--- src/rtl/dmem_arbiter_if.sv ---
// Signal bundle between the data-memory arbiter, its two requesters (CPU MEM stage, DMA/loader)
// and the single-port data memory.
interface dmem_arbiter_if;
  logic        cpu_req;
  logic        cpu_we;
  logic [31:0] cpu_addr;
  logic [31:0] cpu_wdata;
  logic [31:0] cpu_rdata;
  logic        cpu_ack;
  logic        cpu_stall;

  logic        dma_req;
  logic        dma_we;
  logic [31:0] dma_addr;
  logic [31:0] dma_wdata;
  logic [31:0] dma_rdata;
  logic        dma_ack;

  logic        err;

  logic        mem_req;
  logic        mem_we;
  logic [31:0] mem_addr;
  logic [31:0] mem_wdata;
  logic [31:0] mem_rdata;
  logic        mem_ack;

  // Arbiter side.
  modport slave (
    input  cpu_req, cpu_we, cpu_addr, cpu_wdata,
    input  dma_req, dma_we, dma_addr, dma_wdata,
    input  mem_rdata, mem_ack,
    output cpu_rdata, cpu_ack, cpu_stall,
    output dma_rdata, dma_ack, err,
    output mem_req, mem_we, mem_addr, mem_wdata
  );

  // Requesters and memory side.
  modport master (
    output cpu_req, cpu_we, cpu_addr, cpu_wdata,
    output dma_req, dma_we, dma_addr, dma_wdata,
    output mem_rdata, mem_ack,
    input  cpu_rdata, cpu_ack, cpu_stall,
    input  dma_rdata, dma_ack, err,
    input  mem_req, mem_we, mem_addr, mem_wdata
  );
endinterface

--- src/rtl/dmem_arbiter.sv ---
// Single-port data-memory arbiter: CPU vs DMA, one access at a time (IDLE -> BUSY -> DONE),
// with a per-access watchdog and a starvation counter that lets DMA win ties periodically.
module dmem_arbiter #(
  parameter int unsigned MAX_CPU_RUN = 4,
  parameter int unsigned TIMEOUT     = 16
) (
  input logic           clk_i,
  input logic           rst_i,
  dmem_arbiter_if.slave bus
);

  localparam int unsigned RunW = $clog2(MAX_CPU_RUN) + 1;
  localparam int unsigned WdW  = $clog2(TIMEOUT) + 1;
  localparam logic [RunW-1:0] RunMax = RunW'(MAX_CPU_RUN);
  localparam logic [WdW-1:0]  WdLast = WdW'(TIMEOUT - 1);

  typedef enum logic [1:0] {StIdle, StBusy, StDone} state_e;

  state_e          state_q, state_d;
  logic            owner_q, owner_d;  // 1 = DMA owns the access
  logic            we_q, we_d;
  logic [31:0]     addr_q, addr_d;
  logic [31:0]     wdata_q, wdata_d;
  logic [31:0]     rdata_q, rdata_d;
  logic            err_q, err_d;
  logic [RunW-1:0] run_cnt_q, run_cnt_d;
  logic [WdW-1:0]  wd_cnt_q, wd_cnt_d;
  logic            grant_dma;
  logic            done;

  always_comb begin
    state_d   = state_q;
    owner_d   = owner_q;
    we_d      = we_q;
    addr_d    = addr_q;
    wdata_d   = wdata_q;
    rdata_d   = rdata_q;
    err_d     = err_q;
    run_cnt_d = run_cnt_q;
    wd_cnt_d  = wd_cnt_q;
    grant_dma = 1'b0;

    unique case (state_q)
      StIdle: begin
        if (bus.cpu_req || bus.dma_req) begin
          grant_dma = bus.dma_req && (!bus.cpu_req || (run_cnt_q == RunMax));
          owner_d   = grant_dma;
          we_d      = grant_dma ? bus.dma_we    : bus.cpu_we;
          addr_d    = grant_dma ? bus.dma_addr  : bus.cpu_addr;
          wdata_d   = grant_dma ? bus.dma_wdata : bus.cpu_wdata;
          // Only contested CPU wins count toward starvation.
          if (grant_dma || !bus.dma_req) begin
            run_cnt_d = '0;
          end else if (run_cnt_q != RunMax) begin
            run_cnt_d = run_cnt_q + RunW'(1);
          end
          wd_cnt_d = '0;
          state_d  = StBusy;
        end
      end
      StBusy: begin
        wd_cnt_d = wd_cnt_q + WdW'(1);
        if (bus.mem_ack) begin
          rdata_d = we_q ? 32'h0 : bus.mem_rdata;
          err_d   = 1'b0;
          state_d = StDone;
        end else if (wd_cnt_q == WdLast) begin
          rdata_d = 32'h0;
          err_d   = 1'b1;
          state_d = StDone;
        end
      end
      StDone: begin
        wd_cnt_d = '0;
        state_d  = StIdle;
      end
      default: state_d = StIdle;
    endcase
  end

  always_ff @(posedge clk_i or negedge rst_i) begin
    if (!rst_i) begin
      state_q   <= StIdle;
      owner_q   <= 1'b0;
      we_q      <= 1'b0;
      addr_q    <= 32'h0;
      wdata_q   <= 32'h0;
      rdata_q   <= 32'h0;
      err_q     <= 1'b0;
      run_cnt_q <= '0;
      wd_cnt_q  <= '0;
    end else begin
      state_q   <= state_d;
      owner_q   <= owner_d;
      we_q      <= we_d;
      addr_q    <= addr_d;
      wdata_q   <= wdata_d;
      rdata_q   <= rdata_d;
      err_q     <= err_d;
      run_cnt_q <= run_cnt_d;
      wd_cnt_q  <= wd_cnt_d;
    end
  end

  assign done          = (state_q == StDone);
  assign bus.mem_req   = (state_q == StBusy);
  assign bus.mem_we    = (state_q == StBusy) && we_q;
  assign bus.mem_addr  = addr_q;
  assign bus.mem_wdata = wdata_q;

  assign bus.cpu_ack   = done && !owner_q;
  assign bus.dma_ack   = done && owner_q;
  assign bus.cpu_rdata = (done && !owner_q) ? rdata_q : 32'h0;
  assign bus.dma_rdata = (done && owner_q) ? rdata_q : 32'h0;
  assign bus.err       = done && err_q;
  assign bus.cpu_stall = bus.cpu_req && !bus.cpu_ack;

endmodule

--- src/flat_wrapper.sv ---
// flat-port wrapper written by rule: the top's interface ports become plain ports
module dmem_arbiter_flat 
#(
  parameter int unsigned MAX_CPU_RUN = 4,
  parameter int unsigned TIMEOUT     = 16
)
  (clk_i, rst_i, bus_cpu_req, bus_cpu_we, bus_cpu_addr, bus_cpu_wdata, bus_dma_req, bus_dma_we, bus_dma_addr, bus_dma_wdata, bus_mem_rdata, bus_mem_ack, bus_cpu_rdata, bus_cpu_ack, bus_cpu_stall, bus_dma_rdata, bus_dma_ack, bus_err, bus_mem_req, bus_mem_we, bus_mem_addr, bus_mem_wdata);
  dmem_arbiter_if bus_i ();
  input logic clk_i;
  input logic rst_i;
  input wire logic [$bits(bus_i.cpu_req)-1:0] bus_cpu_req;
  input wire logic [$bits(bus_i.cpu_we)-1:0] bus_cpu_we;
  input wire logic [$bits(bus_i.cpu_addr)-1:0] bus_cpu_addr;
  input wire logic [$bits(bus_i.cpu_wdata)-1:0] bus_cpu_wdata;
  input wire logic [$bits(bus_i.dma_req)-1:0] bus_dma_req;
  input wire logic [$bits(bus_i.dma_we)-1:0] bus_dma_we;
  input wire logic [$bits(bus_i.dma_addr)-1:0] bus_dma_addr;
  input wire logic [$bits(bus_i.dma_wdata)-1:0] bus_dma_wdata;
  input wire logic [$bits(bus_i.mem_rdata)-1:0] bus_mem_rdata;
  input wire logic [$bits(bus_i.mem_ack)-1:0] bus_mem_ack;
  output wire logic [$bits(bus_i.cpu_rdata)-1:0] bus_cpu_rdata;
  output wire logic [$bits(bus_i.cpu_ack)-1:0] bus_cpu_ack;
  output wire logic [$bits(bus_i.cpu_stall)-1:0] bus_cpu_stall;
  output wire logic [$bits(bus_i.dma_rdata)-1:0] bus_dma_rdata;
  output wire logic [$bits(bus_i.dma_ack)-1:0] bus_dma_ack;
  output wire logic [$bits(bus_i.err)-1:0] bus_err;
  output wire logic [$bits(bus_i.mem_req)-1:0] bus_mem_req;
  output wire logic [$bits(bus_i.mem_we)-1:0] bus_mem_we;
  output wire logic [$bits(bus_i.mem_addr)-1:0] bus_mem_addr;
  output wire logic [$bits(bus_i.mem_wdata)-1:0] bus_mem_wdata;
  assign bus_i.cpu_req = bus_cpu_req;
  assign bus_i.cpu_we = bus_cpu_we;
  assign bus_i.cpu_addr = bus_cpu_addr;
  assign bus_i.cpu_wdata = bus_cpu_wdata;
  assign bus_i.dma_req = bus_dma_req;
  assign bus_i.dma_we = bus_dma_we;
  assign bus_i.dma_addr = bus_dma_addr;
  assign bus_i.dma_wdata = bus_dma_wdata;
  assign bus_i.mem_rdata = bus_mem_rdata;
  assign bus_i.mem_ack = bus_mem_ack;
  assign bus_cpu_rdata = bus_i.cpu_rdata;
  assign bus_cpu_ack = bus_i.cpu_ack;
  assign bus_cpu_stall = bus_i.cpu_stall;
  assign bus_dma_rdata = bus_i.dma_rdata;
  assign bus_dma_ack = bus_i.dma_ack;
  assign bus_err = bus_i.err;
  assign bus_mem_req = bus_i.mem_req;
  assign bus_mem_we = bus_i.mem_we;
  assign bus_mem_addr = bus_i.mem_addr;
  assign bus_mem_wdata = bus_i.mem_wdata;
  dmem_arbiter #(.MAX_CPU_RUN(MAX_CPU_RUN), .TIMEOUT(TIMEOUT)) u_core (.clk_i(clk_i), .rst_i(rst_i), .bus(bus_i));
endmodule
--- config.mk ---
export PLATFORM = sky130hd
export DESIGN_NAME = dmem_arbiter_flat
export DESIGN_NICKNAME = d
export VERILOG_FILES = /design/src/rtl/dmem_arbiter_if.sv /design/src/rtl/dmem_arbiter.sv /design/src/flat_wrapper.sv
export SDC_FILE = /design/constraint.sdc
export NUM_CORES = 1
export LEC_CHECK = 0
export CAP_MARGIN = 20
export CORE_MARGIN = 2
export CORE_UTILIZATION = 44
export CTS_BUF_LIST = sky130_fd_sc_hd__clkbuf_8
export CTS_CLUSTER_SIZE = 20
export DETAILED_ROUTE_END_ITERATION = 8
export GPL_ROUTABILITY_DRIVEN = 0
export PLACE_DENSITY = 0.9
export SETUP_SLACK_MARGIN = 0.02
export SLEW_MARGIN = 20
export SYNTH_ARGS = -nofsm -noshare
export SYNTH_HDL_FRONTEND = slang
export SYNTH_SLANG_ARGS = --single-unit
--- constraint.sdc ---
create_clock -name clk_i -period 5.3 [get_ports clk_i]
set_input_delay 0.795 -clock clk_i [delete_from_list [all_inputs] [get_ports clk_i]]
set_output_delay 0.795 -clock clk_i [all_outputs]
set_load 0.01 [all_outputs]
==> impl_metrics.py, run 1 <==
metrics = {
    "cells_and_area": {
        "antenna_cells": 0,
        "layout.nets": 1079,
        "final_util_pct": 70.4,
        "area_growth_pct": 55.7,
        "drive_above_1_share_pct": 4.93,
        "nFillCells": 966,
    },
    "routing": {
        "drcViolationCount": 0,
        "avgViaCountPerCell": 5.69,
        "routed.top_layer": "met4",
        "drt_first_pass_iters": 4,
        "via_count": 6173,
        "ant_nets": 0,
        "wl_met1_mm": 7.39,
        "wl_met2_mm": 9.42,
        "wl_per_cell_um": 17.5,
        "drtIter0Drc": 643,
        "routed_wl_mm": 19.0,
        "met3_length_mm": 1.56,
    },
    "logic_synthesis": {
        "synth_nets": 831,
        "syn_inst": 660,
        "synth.distinct_cells": 37,
        "yosysTopAreaCell": "dfrtp_1",
        "netlist_area_um2": 5730,
        "synth_area_leaders": "dfrtp_1 48%, o21ai_0 12%, and2_1 7.1%, a31oi_1 6.2%, nand3_1 5.9%",
        "syn_avg_cell_area_um2": 8.68,
        "synth_seq_cells": 109,
        "yosysSeqAreaShare_pct": 47.6,
        "synth_warnings": 0,
        "synth_top_cell_area_share_pct": 47.6,
    },
    "timing": {
        "drv_slew": 0,
        "fin_worst_skew_ps": 9.92,
        "timing.final.crit_share_pct": 68.1,
        "max_freq_ghz": 0.277,
        "setup_viol": 0,
        "worst_slew_pin_slew_ps": 1020,
        "finalHoldViolations": 0,
        "rsz0062_at_grt": "no",
        "fin_crit_ps": 3610,
        "max_slew_margin_pct": 32.1,
        "setup_tns_ps": 0,
    },
    "critical_path": {
        "cp_max_fo": 33,
        "required_ps": 4510,
        "critPathBufInv": 2,
        "regToRegSetupSlack_ps": 2770,
        "critical_path_class": "reg2out",
        "crit_arrival_ps": 2820,
        "reg2reg_depth": 4,
        "reg2reg_from": "u_core.state_q[0]",
        "crit_path_start_kind": "flop",
        "critPathMaxStageDelay_ps": 810,
        "crit_path_cell_trace": "nand2b_1 -> inv_1 -> and2_1 -> clkdlybuf4s50_1",
        "cp_top_family": "simple AND/OR/NAND/NOR gates",
        "end_kind": "output port",
        "rr_endpoint": "u_core.bus.mem_wdata[7]",
        "critical_path.slowest_cell": "nand2b_1",
    },
    "cts": {
        "clkSinkCount": 109,
        "worstSkewPairLatency_ps": 360,
        "clockRootBuffer": "clkbuf_8",
        "postCtsSetupBuffers": 0,
        "cts_tree": "done",
        "numCtsBuffers": 9,
        "ctsResizeCount": 0,
        "hold_buffers": 0,
        "h-tree-depth": 3,
        "clk_pin_slew_ps": 100,
        "clock_path_buffers": 2,
    },
    "floorplanning": {
        "die_h_um": 118,
        "dieArea_um2": 13900,
        "core-area_um2": 12700,
        "initial_utilization_pct": 45.2,
        "fp.dieW_um": 118,
        "rows": 41,
        "io_pins": 301,
    },
    "global_route": {
        "overflow": 0,
        "grt_pass1_vias": 5785,
        "grt_pass1_wl_mm": 29.9,
        "grt.total_usage_pct": 26.3,
        "antenna_found_initial": 0,
        "grt_max_degree": 71,
    },
    "hold_path": {
        "hp-class": "in2async",
    },
    "job": {
        "drv_cap": 0,
    },
    "placed_design": {
        "hpwl_mm": 13.3,
        "io_buffers": 300,
    },
    "power_and_ir_drop": {
        "p_leak_nw": 3.41,
        "total_power_w": 0.00368,
        "ir_drop_v": 0.000216,
        "power.density_nw_per_um2": 412,
    },
    "outcome": {
        "status": "complete, no violations",
    },
}
## per-layer routing
layer / up-vias / global-route usage, %
met5: - / 0
met4: 0 / 10.5
met3: 43 / 6.15
met2: 313 / 45.4
met1: 2965 / 31.7
li1: 2852 / -
## how the worst max path moves through the flow
stage	start	end	cells after the start	slack, ps
finish	u_core.state_q[1]	bus_mem_we	4	1690
global route	u_core.state_q[1]	bus_mem_we	4	1450
CTS	u_core.state_q[1]	bus_mem_we	4	1720
detailed placement	u_core.state_q[1]	bus_mem_we	4	2140
global placement	u_core.state_q[1]	bus_mem_we	4	2150
floorplan	u_core.state_q[0]	bus_cpu_rdata[22]	3	3170
## synthesized netlist by cell type
cell	n
a21bo_2	1
a21boi_1	1
a21o_1	1
a21oi_1	67
a22o_1	3
a31oi_1	57
a31oi_2	9
and2_1	65
and2_4	1
and3_1	1
and3b_1	1
buf_2	12
buf_6	4
clkbuf_1	57
dfrtp_1	109
ha_1	4
inv_1	8
inv_2	1
mux2_2	1
mux2i_4	1
nand2_1	33
nand2b_1	4
nand3_1	68
nand4_1	1
nor2_1	2
nor2b_1	2
nor3_1	1
nor3b_1	2
nor4b_1	1
o211ai_1	2
o21ai_0	134
o21ai_1	1
o22a_1	1
o2bb2ai_1	1
o311ai_0	1
or2_1	1
xnor2_1	1
## power breakdown
group | leakage, nW | switching [W] | internal [W] | total, W
registers | 1.32 | 0.000248 | 0.00120 | 0.00145
clock network | 0.0934 | 0.000270 | 0.000175 | 0.000446
logic | 2.00 | 0.000902 | 0.000882 | 0.00178
## registers in the layout, summed over array words and instances, names as in the netlist
name / count
u_core.bus.mem_wdata: 32
u_core.wd_cnt_q: 5
u_core.err_q: 1
u_core.bus.mem_addr: 32
u_core.owner_q: 1
u_core.we_q: 1
u_core.rdata_q: 32
u_core.run_cnt_q: 3
u_core.state_q: 2
## worst register-to-register path, cell delays in order (launching register included)
cell     delay [ps]
dfrtp_1         570
nor2_4          160
buf_4           580
and2_4          810
a31oi_2         230
## logic make-up (layout without fill, tap and decap cells)
kind of cell | Yosys count | in the layout | share of synthesized area, %
compound gates | 279 | 279 | 27.5
buf+inv | 82 | 334 | 6.16
flops | 109 | 109 | 47.6
xor+xnor | 1 | 1 | 0.153
mux | 2 | 2 | 0.590
fa+ha+maj | 4 | 4 | 0.874
simple gates | 183 | 183 | 17.1
## cell type report
cell class                 instances  area (µm²)  share of cell area (%)
inverter                           9        33.8                   0.379
multi-input combinational        469        2690                    30.2
timing repair buffer             310        3090                    34.7
clock inverter                     5        22.5                   0.253
tap                              172         215                    2.41
clock buffer                      10         138                    1.54
sequential                       109        2730                    30.6
## through the flow
stage	setup slack [ps]	instances	hold WS [ps]	area [µm²]
2_1_floorplan	3170	660	480	5730
3_3_place_gp	2150	1068	497	8720
3_5_place_dp	2140	1068	512	8720
4_1_cts	1720	1083	532	8880
5_1_grt	1450	1084	565	8920
6_report	1690	1084	530	8920
## cell usage in the layout (no fill, tap or decap), types with 2 or more instances in the layout
master / instances
nand3_1: 68
clkbuf_8: 10
a22o_1: 3
a31oi_2: 9
a21oi_1: 67
nand2_1: 33
nor3b_2: 2
a31oi_1: 57
o21ai_0: 134
buf_4: 10
inv_1: 12
ha_1: 4
o211ai_1: 2
clkdlybuf4s50_1: 298
and2_1: 65
dfrtp_1: 109
nand2b_1: 4
(Power assumes the default switching activity.)
==> run 2, diff against run 1 <==
--- a/config.mk
+++ b/config.mk
@@ -7,12 +7,12 @@
 export LEC_CHECK = 0
 export CAP_MARGIN = 20
 export CORE_MARGIN = 2
-export CORE_UTILIZATION = 44
+export CORE_UTILIZATION = 37
 export CTS_BUF_LIST = sky130_fd_sc_hd__clkbuf_8
 export CTS_CLUSTER_SIZE = 20
 export DETAILED_ROUTE_END_ITERATION = 8
 export GPL_ROUTABILITY_DRIVEN = 0
-export PLACE_DENSITY = 0.9
+export PLACE_DENSITY = 0.81
 export SETUP_SLACK_MARGIN = 0.02
 export SLEW_MARGIN = 20
 export SYNTH_ARGS = -nofsm -noshare
==> constraint.sdc (replaced) <==
create_clock -name clk_i -period 2.92 [get_ports clk_i]
set_input_delay 0.438 -clock clk_i [delete_from_list [all_inputs] [get_ports clk_i]]
set_output_delay 0.438 -clock clk_i [all_outputs]
set_load 0.01 [all_outputs]
==> run 2 against run 1 <==
  * Clock power is 96% higher
  * First-iteration DRC count decreased by 36%
  * Critical path depth did not move
  * Die area is 18% higher
  * Design area grew 1.6%
  * Clock skew rose by 1.3 ps
  * Sequential power grew 81%
  * Sequential share of layout area down 0.47 points
  * Setup slack got worse by 1400 ps
  * Combinational power increased by 83%
  * Global-route usage shrank 3.1 points
  * Critical path type unchanged
  * Critical endpoint is now bus_cpu_rdata[0]
==> impl_metrics.py, run 2 (same netlist as run 1, synthesis figures left out) <==
metrics = {
    "outcome": {
        "status": "complete, no violations",
    },
    "critical_path": {
        "reg2reg_depth": 6,
        "critPathMaxStageDelay_ps": 590,
        "required_ps": 2480,
        "cp_top_family": "buffers and inverters",
        "end_kind": "output port",
        "cp_max_fo": 34,
        "critical_path.slowest_cell": "dfrtp_1",
        "path_depth": 4,
        "critPathBufInv": 2,
        "crit_arrival_ps": 2230,
        "crit_path_cell_trace": "nor3b_2 -> buf_4 -> and2_1 -> clkdlybuf4s50_1",
        "crit_path_start_kind": "flop",
        "critical_path_class": "reg2out",
    },
    "cts": {
        "cts_tree": "done",
        "hold_buffers": 0,
        "clock_path_buffers": 2,
        "h-tree-depth": 3,
        "worstSkewPairLatency_ps": 380,
        "clockRootBuffer": "clkbuf_8",
        "clkSinkCount": 109,
        "clk_pin_slew_ps": 110,
        "numCtsBuffers": 9,
    },
    "timing": {
        "setup_ws_ps": 248,
        "finalHoldViolations": 0,
        "max_freq_ghz": 0.374,
        "setup_viol": 0,
        "fin_crit_ps": 2670,
        "timing.final.crit_share_pct": 91.5,
        "fin_worst_skew_ps": 11.2,
        "max_slew_margin_pct": 49.5,
        "drv_slew": 0,
        "rsz0062_at_grt": "no",
        "hold_ws_ps": 36.0,
        "setup_tns_ps": 0,
        "worst_slew_pin_slew_ps": 758,
    },
    "floorplanning": {
        "initial_utilization_pct": 37.8,
        "core-area_um2": 15100,
        "io_pins": 301,
        "rows": 45,
        "die_h_um": 128,
        "dieArea_um2": 16500,
        "fp.dieW_um": 128,
    },
    "placed_design": {
        "place_inst": 1094,
        "hpwl_mm": 13.3,
        "io_buffers": 300,
        "dpl_worst_slack_ps": 598,
    },
    "cells_and_area": {
        "drive_above_1_share_pct": 6.29,
        "layoutNonFillerInstCount": 1110,
        "mostFrequentLayoutCells": "298 x clkdlybuf4s50_1, 134 x o21ai_0, 108 x dfrtp_1",
        "layout.nets": 1088,
        "final_common_cell": "clkdlybuf4s50_1",
        "antenna_cells": 0,
        "area_growth_pct": 58.2,
    },
    "routing": {
        "wl_per_cell_um": 17.1,
        "routed_wl_mm": 18.9,
        "ant_nets": 0,
        "drtIter0Drc": 414,
        "drt_first_pass_iters": 5,
        "avgViaCountPerCell": 5.48,
        "via_count": 6088,
        "drcViolationCount": 0,
    },
    "global_route": {
        "overflow": 0,
        "grt.total_usage_pct": 23.3,
        "antenna_found_initial": 0,
        "grt_pass1_vias": 5772,
        "grt_pass1_wl_mm": 30.6,
        "grt_max_degree": 70,
    },
    "power_and_ir_drop": {
        "ir_drop_v": 0.000508,
        "power.density_nw_per_um2": 747,
        "p_leak_nw": 3.47,
    },
    "job": {
        "drv_cap": 0,
    },
    "hold_path": {
        "hp-class": "in2async",
    },
}
## run 2: path summary, 6_finish.rpt
check | to | start | slack, ps
max | bus_cpu_rdata[0] | u_core.state_q[0] | 250
min | u_core.rdata_q[15] | rst_i | 40
max reg2reg | u_core.rdata_q[14] | u_core.wd_cnt_q[0] | 900
min reg2reg | u_core.rdata_q[18] | u_core.rdata_q[18] | 520
max in group asynchronous | u_core.bus.mem_wdata[15] | rst_i | 2160
min in group clk_i | u_core.bus.mem_wdata[31] | bus_dma_req | 500
## run 2: repair_timing
item | in CTS | in global routing
buffers inserted | 0 | 0
endpoints found under the hold margin | 0 | 0
gates resized for setup | 0 | 1
endpoints found under the setup margin | 0 | 18
## run 2: layer usage
metal / vias to the layer above / routed length [µm] / track usage, %
met3: 25 / 1560 / 5.70
met5: - / 0 / 0
met2: 291 / 9390 / 39.1
li1: 2872 / - / -
met4: 0 / 410 / 8.73
met1: 2900 / 7590 / 29.1
## run 2: stage by stage
stage / total power, W / util (%) / cell area (µm²)
6_report: 0.00677 / 59.8 / 9060
5_1_grt: 0.00722 / 59.8 / 9060
4_1_cts: 0.00682 / 59.8 / 9060
3_5_place_dp: 0.00594 / 58.6 / 8880
3_3_place_gp: 0.00587 / 58.6 / 8880
2_1_floorplan: 0.00417 / - / 5730
## run 2: layout make-up
class	instances	area, µm²
Sequential cell	109	2730
Clock buffer	11	151
Fill cell	1367	6080
Timing Repair Buffer	319	3200
Multi-Input combinational cell	469	2680
Inverter	9	33.8
Clock inverter	5	27.5
Tap cell	188	235
## run 2: power by group
part	internal, W	total, W	leakage [nW]	switching [W]
Clock	0.000351	0.000874	0.0939	0.000524
Sequential	0.00217	0.00263	1.32	0.000456
Combinational	0.00166	0.00326	2.06	0.00161
